$ cat config.mk
export PLATFORM = sky130hd
export DESIGN_NAME = vga_scan_driver_flat
export DESIGN_NICKNAME = d
export VERILOG_FILES = /design/src/rtl/vga_scan_driver_pkg.sv /design/src/rtl/vga_scan_driver_if.sv /design/src/rtl/vga_scan_driver_sync_delay.sv /design/src/rtl/vga_scan_driver.sv /design/src/flat_wrapper.sv
export SDC_FILE = /design/constraint.sdc
export NUM_CORES = 1
export LEC_CHECK = 0
export CAP_MARGIN = 15
export CORE_AREA = 10 10 71 73
export CTS_CLUSTER_SIZE = 16
export DETAILED_ROUTE_END_ITERATION = 12
export DIE_AREA = 0 0 81 83
export PLACE_DENSITY = 0.88
export SLEW_MARGIN = 15
export SYNTH_ARGS = -nofsm -noshare
export SYNTH_HDL_FRONTEND = slang
export SYNTH_SLANG_ARGS = --single-unit
$ cat constraint.sdc
create_clock -name clk -period 5.5 [get_ports clk]
set_clock_uncertainty 0.2 [all_clocks]
set_input_delay 0.55 -clock clk [delete_from_list [all_inputs] [get_ports clk]]
set_output_delay 0.55 -clock clk [all_outputs]
set_load 0.01 [all_outputs]
$ cat src/rtl/vga_scan_driver_pkg.sv
// -----------------------------------------------------------------------------
// vga_pkg
// Shared types and default 640x480@60 timing for the raster-scan driver.
//   rgb_t     : 4:4:4 pixel colour
//   coord_t   : raw scan coordinate (totals up to 1024)
//   timing_t  : {hsync active, vsync active, display enable} bundle carried
//               through the alignment delay line
//   total4()  : sums the four segments of one timing axis
// -----------------------------------------------------------------------------
package vga_pkg;

    typedef logic [11:0] rgb_t;
    typedef logic [9:0]  coord_t;

    // Sync flags are stored active-high so a cleared delay stage means
    // "not in sync" and the outputs stay deasserted right after reset.
    typedef struct packed {
        logic hs_act;
        logic vs_act;
        logic de;
    } timing_t;

    localparam int   DEF_H_VISIBLE  = 640;
    localparam int   DEF_H_FP       = 16;
    localparam int   DEF_H_SYNC     = 96;
    localparam int   DEF_H_BP       = 48;
    localparam int   DEF_V_VISIBLE  = 480;
    localparam int   DEF_V_FP       = 10;
    localparam int   DEF_V_SYNC     = 2;
    localparam int   DEF_V_BP       = 33;
    localparam int   DEF_PIPE       = 1;
    localparam int   DEF_START_LINE = 480;
    localparam rgb_t DEF_FG_RGB     = 12'hFFF;
    localparam rgb_t DEF_BG_RGB     = 12'h000;

    function automatic int total4(input int a, input int b, input int c, input int d);
        return a + b + c + d;
    endfunction

endpackage

$ cat src/rtl/vga_scan_driver_if.sv
// -----------------------------------------------------------------------------
// vga_scan_driver_if
// Bundle between the scan driver and its renderer / video sink.
//   pix_en    : pixel-rate enable (into driver)
//   white     : renderer pixel response (into driver)
//   x, y      : raw scan coordinates (from driver)
//   start_t   : one-clk renderer recompute pulse (from driver)
//   hsync, vsync (active-low), de, rgb, frame_cnt : aligned video (from driver)
// master = scan driver, slave = renderer/sink side.
// -----------------------------------------------------------------------------
interface vga_scan_driver_if;
    import vga_pkg::*;

    logic       pix_en;
    logic       white;
    coord_t     x;
    coord_t     y;
    logic       start_t;
    logic       hsync;
    logic       vsync;
    logic       de;
    rgb_t       rgb;
    logic [7:0] frame_cnt;

    modport master (
        input  pix_en, white,
        output x, y, start_t, hsync, vsync, de, rgb, frame_cnt
    );

    modport slave (
        output pix_en, white,
        input  x, y, start_t, hsync, vsync, de, rgb, frame_cnt
    );

endinterface

$ cat src/rtl/vga_scan_driver_sync_delay.sv
// -----------------------------------------------------------------------------
// sync_delay
// Generic DEPTH-stage shift register, cleared asynchronously to zero.
//   clk  : clock            rst : async reset, active-high
//   i_d  : data in          o_q : data in delayed by DEPTH clocks
// Shifts every clock; DEPTH must be at least 1.
// -----------------------------------------------------------------------------
module sync_delay #(
    parameter int WIDTH = 3,
    parameter int DEPTH = 1
) (
    input  logic             clk,
    input  logic             rst,
    input  logic [WIDTH-1:0] i_d,
    output logic [WIDTH-1:0] o_q
);

    logic [WIDTH-1:0] r_stage [DEPTH];

    // NOTE: the stages are cleared in reset because stale sync/enable bits
    // would otherwise reach the outputs for PIPE clocks after release.
    always_ff @(posedge clk or posedge rst) begin
        if (rst) begin
            for (int i = 0; i < DEPTH; i++) begin
                r_stage[i] <= '0;
            end
        end else begin
            r_stage[0] <= i_d;
            for (int i = 1; i < DEPTH; i++) begin
                r_stage[i] <= r_stage[i-1];
            end
        end
    end

    assign o_q = r_stage[DEPTH-1];

endmodule

$ cat src/rtl/vga_scan_driver.sv
// -----------------------------------------------------------------------------
// vga_scan_driver
// Raster-scan master for the vector renderers: produces raw x/y, a per-frame
// start_t pulse, samples the renderer's white response PIPE clocks later and
// emits aligned hsync/vsync/de/rgb plus a frame counter.
//   clk : system clock
//   rst : asynchronous reset, active-high
//   bus : vga_scan_driver_if.master (pix_en, white in; scan/video out)
// -----------------------------------------------------------------------------
module vga_scan_driver
    import vga_pkg::*;
#(
    parameter int   H_VISIBLE  = DEF_H_VISIBLE,
    parameter int   H_FP       = DEF_H_FP,
    parameter int   H_SYNC     = DEF_H_SYNC,
    parameter int   H_BP       = DEF_H_BP,
    parameter int   V_VISIBLE  = DEF_V_VISIBLE,
    parameter int   V_FP       = DEF_V_FP,
    parameter int   V_SYNC     = DEF_V_SYNC,
    parameter int   V_BP       = DEF_V_BP,
    parameter int   PIPE       = DEF_PIPE,
    parameter int   START_LINE = DEF_START_LINE,
    parameter rgb_t FG_RGB     = DEF_FG_RGB,
    parameter rgb_t BG_RGB     = DEF_BG_RGB
) (
    input  logic              clk,
    input  logic              rst,
    vga_scan_driver_if.master bus
);

    localparam int H_TOTAL = total4(H_VISIBLE, H_FP, H_SYNC, H_BP);
    localparam int V_TOTAL = total4(V_VISIBLE, V_FP, V_SYNC, V_BP);

    localparam coord_t H_LAST     = coord_t'(H_TOTAL - 1);
    localparam coord_t V_LAST     = coord_t'(V_TOTAL - 1);
    localparam coord_t START_PREV = coord_t'(START_LINE - 1);
    localparam coord_t H_VIS_END  = coord_t'(H_VISIBLE);
    localparam coord_t V_VIS_END  = coord_t'(V_VISIBLE);
    localparam coord_t HS_BEG     = coord_t'(H_VISIBLE + H_FP);
    localparam coord_t HS_END     = coord_t'(H_VISIBLE + H_FP + H_SYNC);
    localparam coord_t VS_BEG     = coord_t'(V_VISIBLE + V_FP);
    localparam coord_t VS_END     = coord_t'(V_VISIBLE + V_FP + V_SYNC);

    coord_t     r_x;
    coord_t     r_y;
    logic [7:0] r_frame_cnt;
    logic       r_start_t;
    logic       r_hsync;
    logic       r_vsync;
    logic       r_de;
    rgb_t       r_rgb;

    logic       w_line_end;
    logic       w_frame_end;
    logic       w_to_start;
    timing_t    w_raw;
    timing_t    w_dly;

    assign w_line_end  = bus.pix_en && (r_x == H_LAST);
    assign w_frame_end = w_line_end && (r_y == V_LAST);
    // Fires only on the advancing edge into (0, START_LINE), so a pix_en
    // stall parked on that coordinate cannot re-trigger it.
    assign w_to_start  = w_line_end && (r_y == START_PREV);

    // NOTE: state registers use non-blocking assignments so every register
    // in the block updates from the same pre-edge values.
    always_ff @(posedge clk or posedge rst) begin
        if (rst) begin
            r_x         <= '0;
            r_y         <= '0;
            r_frame_cnt <= '0;
            r_start_t   <= 1'b0;
        end else begin
            r_start_t <= w_to_start;
            if (bus.pix_en) begin
                if (w_line_end) begin
                    r_x <= '0;
                    r_y <= w_frame_end ? '0 : r_y + 10'd1;
                end else begin
                    r_x <= r_x + 10'd1;
                end
                if (w_frame_end) begin
                    r_frame_cnt <= r_frame_cnt + 8'd1;
                end
            end
        end
    end

    // NOTE: every field is assigned on every evaluation, so no latch forms.
    always_comb begin
        w_raw.de     = (r_x < H_VIS_END) && (r_y < V_VIS_END);
        w_raw.hs_act = (r_x >= HS_BEG) && (r_x < HS_END);
        w_raw.vs_act = (r_y >= VS_BEG) && (r_y < VS_END);
    end

    // The delay line matches the renderer latency; it shifts every clock
    // because the renderer sees x/y held steady across pix_en gaps.
    generate
        if (PIPE == 0) begin : g_bypass
            assign w_dly = w_raw;
        end else begin : g_delay
            sync_delay #(
                .WIDTH ($bits(timing_t)),
                .DEPTH (PIPE)
            ) u_sync_delay (
                .clk (clk),
                .rst (rst),
                .i_d (w_raw),
                .o_q (w_dly)
            );
        end
    endgenerate

    always_ff @(posedge clk or posedge rst) begin
        if (rst) begin
            r_hsync <= 1'b1;
            r_vsync <= 1'b1;
            r_de    <= 1'b0;
            r_rgb   <= '0;
        end else begin
            r_hsync <= ~w_dly.hs_act;
            r_vsync <= ~w_dly.vs_act;
            r_de    <= w_dly.de;
            r_rgb   <= w_dly.de ? (bus.white ? FG_RGB : BG_RGB) : '0;
        end
    end

    assign bus.x         = r_x;
    assign bus.y         = r_y;
    assign bus.frame_cnt = r_frame_cnt;
    assign bus.start_t   = r_start_t;
    assign bus.hsync     = r_hsync;
    assign bus.vsync     = r_vsync;
    assign bus.de        = r_de;
    assign bus.rgb       = r_rgb;

endmodule
$ cat src/flat_wrapper.sv
// flat-port wrapper written by rule: the top's interface ports become plain ports
module vga_scan_driver_flat import vga_pkg::*;
#(
    parameter int   H_VISIBLE  = DEF_H_VISIBLE,
    parameter int   H_FP       = DEF_H_FP,
    parameter int   H_SYNC     = DEF_H_SYNC,
    parameter int   H_BP       = DEF_H_BP,
    parameter int   V_VISIBLE  = DEF_V_VISIBLE,
    parameter int   V_FP       = DEF_V_FP,
    parameter int   V_SYNC     = DEF_V_SYNC,
    parameter int   V_BP       = DEF_V_BP,
    parameter int   PIPE       = DEF_PIPE,
    parameter int   START_LINE = DEF_START_LINE,
    parameter rgb_t FG_RGB     = DEF_FG_RGB,
    parameter rgb_t BG_RGB     = DEF_BG_RGB
)
  (clk, rst, bus_pix_en, bus_white, bus_x, bus_y, bus_start_t, bus_hsync, bus_vsync, bus_de, bus_rgb, bus_frame_cnt);
  vga_scan_driver_if bus_i ();
  input  logic clk;
  input  logic rst;
  input wire logic [$bits(bus_i.pix_en)-1:0] bus_pix_en;
  input wire logic [$bits(bus_i.white)-1:0] bus_white;
  output wire logic [$bits(bus_i.x)-1:0] bus_x;
  output wire logic [$bits(bus_i.y)-1:0] bus_y;
  output wire logic [$bits(bus_i.start_t)-1:0] bus_start_t;
  output wire logic [$bits(bus_i.hsync)-1:0] bus_hsync;
  output wire logic [$bits(bus_i.vsync)-1:0] bus_vsync;
  output wire logic [$bits(bus_i.de)-1:0] bus_de;
  output wire logic [$bits(bus_i.rgb)-1:0] bus_rgb;
  output wire logic [$bits(bus_i.frame_cnt)-1:0] bus_frame_cnt;
  assign bus_i.pix_en = bus_pix_en;
  assign bus_i.white = bus_white;
  assign bus_x = bus_i.x;
  assign bus_y = bus_i.y;
  assign bus_start_t = bus_i.start_t;
  assign bus_hsync = bus_i.hsync;
  assign bus_vsync = bus_i.vsync;
  assign bus_de = bus_i.de;
  assign bus_rgb = bus_i.rgb;
  assign bus_frame_cnt = bus_i.frame_cnt;
  vga_scan_driver #(.H_VISIBLE(H_VISIBLE), .H_FP(H_FP), .H_SYNC(H_SYNC), .H_BP(H_BP), .V_VISIBLE(V_VISIBLE), .V_FP(V_FP), .V_SYNC(V_SYNC), .V_BP(V_BP), .PIPE(PIPE), .START_LINE(START_LINE), .FG_RGB(FG_RGB), .BG_RGB(BG_RGB)) u_core (.clk(clk), .rst(rst), .bus(bus_i));
endmodule
* Yosys cells after proc, flatten, opt, wreduce, memory -nomap -nowiden
Index checks and enable logic that the tools add are counted.
** Operators by class
- Add/subtract/negate cells :: 3
- Bitwise operators :: 2
- Eq/ne operators :: 3
- $lt $le $gt $ge :: 6
- Reduce and logical (&&, ||, !) cells :: 8
- Muxes and demuxes :: 4
** Operators by type and width (count)
- two-way mux 12 bit :: 2
- adder 10 x 1 -> 10 bit (second input constant) :: 2
- == test 10 bit (second input constant) :: 2
- < comparator 10 bit (second input constant) :: 2
- < comparator 10 x 9 -> 1 bit (second input constant) :: 2
- two-way mux 10 bit :: 2
- == test 10 x 9 -> 1 bit (second input constant) :: 1
- >= comparator 10 bit (second input constant) :: 1
- >= comparator 10 x 9 -> 1 bit (second input constant) :: 1
- adder 8 x 1 -> 8 bit (second input constant) :: 1
- logical AND 1 bit :: 6
- AND reduction 2 bit :: 2
- NOT 1 bit :: 2
** Storage, ports and cells
- Register bits after elaboration :: 47
- Bits of input ports :: 4
- Logic and storage cells :: 35
- Output and inout port bits :: 44

* Logic depth before layout (Yosys ltp)
- Depth in word-level cells :: 4
- Gate-level depth with buffers :: 7

* Cells and area by module
From an unflattened synthesis, not the netlist that was laid out.
** Unflattened totals
- Cell total of the unflattened synthesis :: 169
- Area, all modules :: 1790.5 µm²
** By module, submodules not included
- vga_scan_driver :: area an instance 1711.6 µm², cells an instance 165, instances 1, seq. area each 828.3 µm²
- sync_delay :: area an instance 78.8 µm², cells an instance 4, instances 1, seq. area each 75.1 µm²

* Worst setup path before layout
Ideal clock, no wire load.
- Path kind :: register to register
- Start point :: register u_core.r_y[5], in the netlist u_core.bus.y[5]
- End point :: register u_core.r_frame_cnt[1], in the netlist u_core.bus.frame_cnt[1]
- Stages on the path, launching flop included :: 6
- Buffers on the path :: 1
- Required time :: 5.175 ns
- Data arrival time :: 1.849 ns
- Clock period less this slack :: 2.174 ns
- Setup slack :: 3.326 ns
- Setup time :: 0.125 ns
- Path through :: dfrtp_1 or3b_1 or4_1 buf_6 nor2_4 mux2_2
** Between the ends
- Cells in the longest elaborated chain, start to end :: 3
** RTL lines
- from (decl) :: RTL line vga_scan_driver.sv:45 : coord_t r_y;
- from (signal assigned) :: RTL line vga_scan_driver.sv:78 : r_y <= w_frame_end ? '0 : r_y + 10'd1;
- == test 10 bit :: RTL line vga_scan_driver.sv:60 : assign w_frame_end = w_line_end && (r_y == V_LAST);
- logical AND 1 bit :: RTL line vga_scan_driver.sv:60
- AND reduction 2 bit (no line)
- to (signal assigned) :: RTL line vga_scan_driver.sv:83 : r_frame_cnt <= r_frame_cnt + 8'd1;
- to (decl) :: RTL line vga_scan_driver.sv:46 : logic [7:0] r_frame_cnt;
Every way passes these cells.
A chain may end at the register's enable or synchronous reset.

* Worst setup path in the final report
- Start point :: input bus_pix_en
- End point :: register u_core.r_frame_cnt[1], in the netlist u_core.bus.frame_cnt[1]
** Between the ends
- Cells in the longest elaborated chain, start to end :: 3
** RTL lines
- from (decl) :: RTL line flat_wrapper.sv:21 : input wire logic [$bits(bus_i.pix_en)-1:0] bus_pix_en;
- logical AND 1 bit :: RTL line vga_scan_driver.sv:59 : assign w_line_end = bus.pix_en && (r_x == H_LAST);
- logical AND 1 bit :: RTL line vga_scan_driver.sv:60
- AND reduction 2 bit (no line) *
Mark *: on every way between the ends. The rest lies on a longest branch, timed or not.

==> Flow_metrics.wiki <==
{| class="wikitable"
! Metric !! Value
|-
| Run status || finished, final reports clean
|-
| Number of port buffers || 47
|-
| # resized after CTS || 0
|-
| Clock insertion delay at the later pin of the skew report || 0.28 ns
|-
| Type of origin of the critical path || input pin
|-
| Largest fanout of any net on the critical path || 12
|-
| Fill cells || between 300 and 400
|-
| Post-Synthesis Cell Area || between 1500 and 2000 um2
|-
| Setup Slack @ Placement || between 2 and 3 ns
|-
| CTS Root Cell || sky130_fd_sc_hd__clkbuf_8
|-
| Cell depth of the worst hold path || 1
|-
| Hold EP || u_core.bus.hsync$_DFF_PP1_
|-
| Critical path arrival || between 2 and 3 ns
|-
| Vias post-DR || 1,339
|-
| Number of instances in the synthesized netlist || 170
|-
| Share of the core filled with cells in the final layout || a little over three fifths
|-
| Share of layout cells above drive strength 1 || between 7 and 8%
|-
| Cell types with the largest area share after synthesis || sky130_fd_sc_hd__dfrtp_1 (48%), sky130_fd_sc_hd__xor2_1 (6.9%), sky130_fd_sc_hd__buf_4 (4.6%), sky130_fd_sc_hd__nand4_1 (3.9%), sky130_fd_sc_hd__ha_1 (3.5%)
|-
| Final Wtd Congestion || approximately 0.82
|-
| Nature of the critical path endpoint || register
|-
| Clock buffer depth || 2
|-
| Global-route wire length before repair || a little over 6 mm
|-
| Dominant synthesized flop cell || sky130_fd_sc_hd__dfrtp_1
|-
| Overall global routing resource usage || ~12%
|-
| DRT antenna net count || 0
|-
| Part of the cycle the worst path needs || about 48%
|-
| Leakage power of the design || approximately 1.0 nW
|-
| Number of enable flip-flop cells after synthesis || 0
|-
| Aggregate global routing overflow || 0
|-
| HPWL after DPL || ~2.9 mm
|-
| Netlist cell types || 36
|-
| Maximum level of the CTS H-tree || 2
|-
| Capture instance of the worst register-to-register path || u_core.bus.frame_cnt[1]$_DFFE_PP0P_
|-
| Average instance area after synthesis || approximately 10 um2
|-
| Beginning of the worst hold path || u_core.g_delay.u_sync_delay.o_q[2]$_DFF_PP0_
|-
| Beginning of the worst register-to-register path || u_core.bus.y[1]$_DFFE_PP0P_
|-
| Post-layout instance area || approximately 2300 um2
|-
| Transition time at the pin with the least slew margin || about 0.6 ns
|-
| Sum of internal, switching and leakage power || 0.6370 mW
|-
| FF+latch count, synth || 36
|-
| Max VDD drop || 0.2152 mV
|-
| Number of buffers inserted by hold repair at cts || 0
|-
| Commonest cells after routing, fill and taps aside || sky130_fd_sc_hd__clkdlybuf4s50_1 (47), sky130_fd_sc_hd__dfrtp_1 (34), sky130_fd_sc_hd__xor2_1 (14)
|-
| Fraction of synthesized cell area taken by the top area cell type || 47.75%
|-
| CP required || 5.47 ns
|-
| Worst min path class || register to register
|-
| Areal power density over the cells || around 280 nW/um2
|-
| Number of buffers inserted to repair setup after CTS || 0
|-
| Fmax || 376.8 MHz
|-
| Floorplan Core Area || 3633 um2
|-
| Layout overhead on the synthesized area || 29.07%
|-
| Final Instance Count excl. Fillers || between 200 and 300
|-
| Hold Worst Slack || approximately 0.15 ns
|-
| Count of routing violations after the opening detailed-route iteration || 73
|-
| Flip-flop and latch area || between 900 and 1000 um2
|-
| Post-CTS clock slew at the launch and capture registers of the worst setup and hold paths || 0.07 ns
|-
| Final setup vio count || 0
|-
| Initial Util || between 40 and 50%
|-
| DR pass1 iterations || 4
|-
| Share of async-settable or async-resettable flops after synthesis || between 90% and 100%
|-
| ANT cells || 0
|-
| Total I/O pin count || 48
|-
| # rows || 22
|-
| Routed wirelength normalized by instance count || between 10 and 15 um
|-
| Reg2Reg Depth || 6
|-
| Wire length reported by the detailed router || approximately 3.8 mm
|-
| Number of sinks driven by the clock tree || 36
|-
| Cell type with the largest total area after synthesis || sky130_fd_sc_hd__dfrtp_1
|-
| Worst slew margin relative to its limit || around three fifths
|-
| Multi-input gate area || around 730 um2
|-
| Chip width || about 81 um
|-
| Final critical-path required period || 2.654 ns
|-
| Post-detailed-route DRC marker count || 0
|-
| Number of max-cap violations || 0
|-
| Final layout net count || about 220
|-
| R2R setup slack || roughly 3 ns
|-
| Number of placed instances with taps included || 250
|-
| Number of CTS-inserted buffers || 5
|-
| Setup repair after global routing missed its margin || no
|-
| Slack of the critical path || approximately 2.8 ns
|-
| Vias per std cell || a little over 5
|-
| Synthesized Nets || approximately 180
|-
| Sequential cell area fraction in the yosys report || between 50% and 60%
|-
| Vias in the first global route || 1,293
|-
| Number of max-slew violations in the final report || 0
|-
| Die outline height || 83 um
|-
| Count of synthesis-stage warnings from yosys || 0
|-
| Number of antenna violations at the first check in global routing || 0
|-
| TritonCTS clock tree || built
|-
| Start-to-end type of the worst setup path || input pin to register
|-
| Die ar. || between 6000 and 7000 um2
|-
| Largest net degree at the start of global routing || 37
|-
| Commonest non-fill, non-tap cell in the layout || sky130_fd_sc_hd__clkdlybuf4s50_1
|-
| Summed negative setup slack over all endpoints || 0 ns
|-
| Final Hold Viols || 0
|-
| Placed Instance Area || 2210 um2
|}
==> where the power goes <==
group | internal, mW | total [mW] | leakage, nW | switching (mW)
clock | 0.102 | 0.188 | 0.0455 | 0.0864
sequential | 0.286 | 0.323 | 0.468 | 0.0368
combinational | 0.0692 | 0.125 | 0.488 | 0.0562
total | 0.458 | 0.637 | 1.00 | 0.179
==> worst max-delay path by stage <==
stage,start,end,slack (ns),cells after the start
6_report,bus_pix_en,u_core.bus.frame_cnt[1]$_DFFE_PP0P_,2.85,5
5_1_grt,bus_pix_en,u_core.bus.frame_cnt[1]$_DFFE_PP0P_,2.69,5
4_1_cts,bus_pix_en,u_core.bus.frame_cnt[1]$_DFFE_PP0P_,2.85,5
3_5_place_dp,bus_pix_en,u_core.bus.frame_cnt[1]$_DFFE_PP0P_,2.56,5
3_3_place_gp,bus_pix_en,u_core.bus.frame_cnt[1]$_DFFE_PP0P_,2.62,5
2_1_floorplan,u_core.bus.y[5]$_DFFE_PP0P_,u_core.bus.frame_cnt[1]$_DFFE_PP0P_,3.33,5
==> cell usage after synthesis (all sizes together) (2+ instances only) <==
cell and count:
o21ai 6, clkbuf 4, inv 9, and4 3, xor2 14, nor2 10
and3 4, nor4 3, nand3 10, buf 12, nand4 11, nor3 10
ha 5, xnor2 5, nand2 12, dfrtp 34, dfstp 2, mux2 2
==> layout make-up <==
class	count	share of cell area, %
Sequential cell	36	39.28
Multi-Input combinational cell	109	31.94
Inverter	9	1.469
Timing Repair Buffer	48	20.78
Clock buffer	8	3.917
Tap cell	48	2.612
==> flip-flops by register name (all words and copies together) (netlist names) <==
signal                           count
u_core.bus.de                        1
u_core.bus.frame_cnt                 8
u_core.bus.hsync                     1
u_core.bus.rgb                       1
u_core.bus.start_t                   1
u_core.bus.vsync                     1
u_core.bus.x                        10
u_core.bus.y                        10
u_core.g_delay.u_sync_delay.o_q      3
==> worst max-delay path: stages <==
cell and delay [ns]:
sky130_fd_sc_hd__clkdlybuf4s50_1 0.60, sky130_fd_sc_hd__and4_1 0.33, sky130_fd_sc_hd__nand3_1 0.47, sky130_fd_sc_hd__nor2_4 0.32, sky130_fd_sc_hd__mux2_2 0.35
==> cell families after synthesis <==
kind of cell	after synthesis	share of synthesized area, %
and+or+nand+nor	71	22.75
adders and majority gates	5	3.511
AOI/OAI and AO/OA	11	3.792
muxes	3	1.826
DFF	36	50.70
xor gates and xnor gates	19	9.340
buffers and inverters	25	8.075
==> per-layer routing <==
metal,GRT usage [%],routed length [um],share of wire [%]
met1,13.36,1612,42
met2,17.87,1779,46
met3,4.849,363,9.5
met4,5.164,74,1.9
met5,0,0,0
Power figures use the tool's default switching activity.
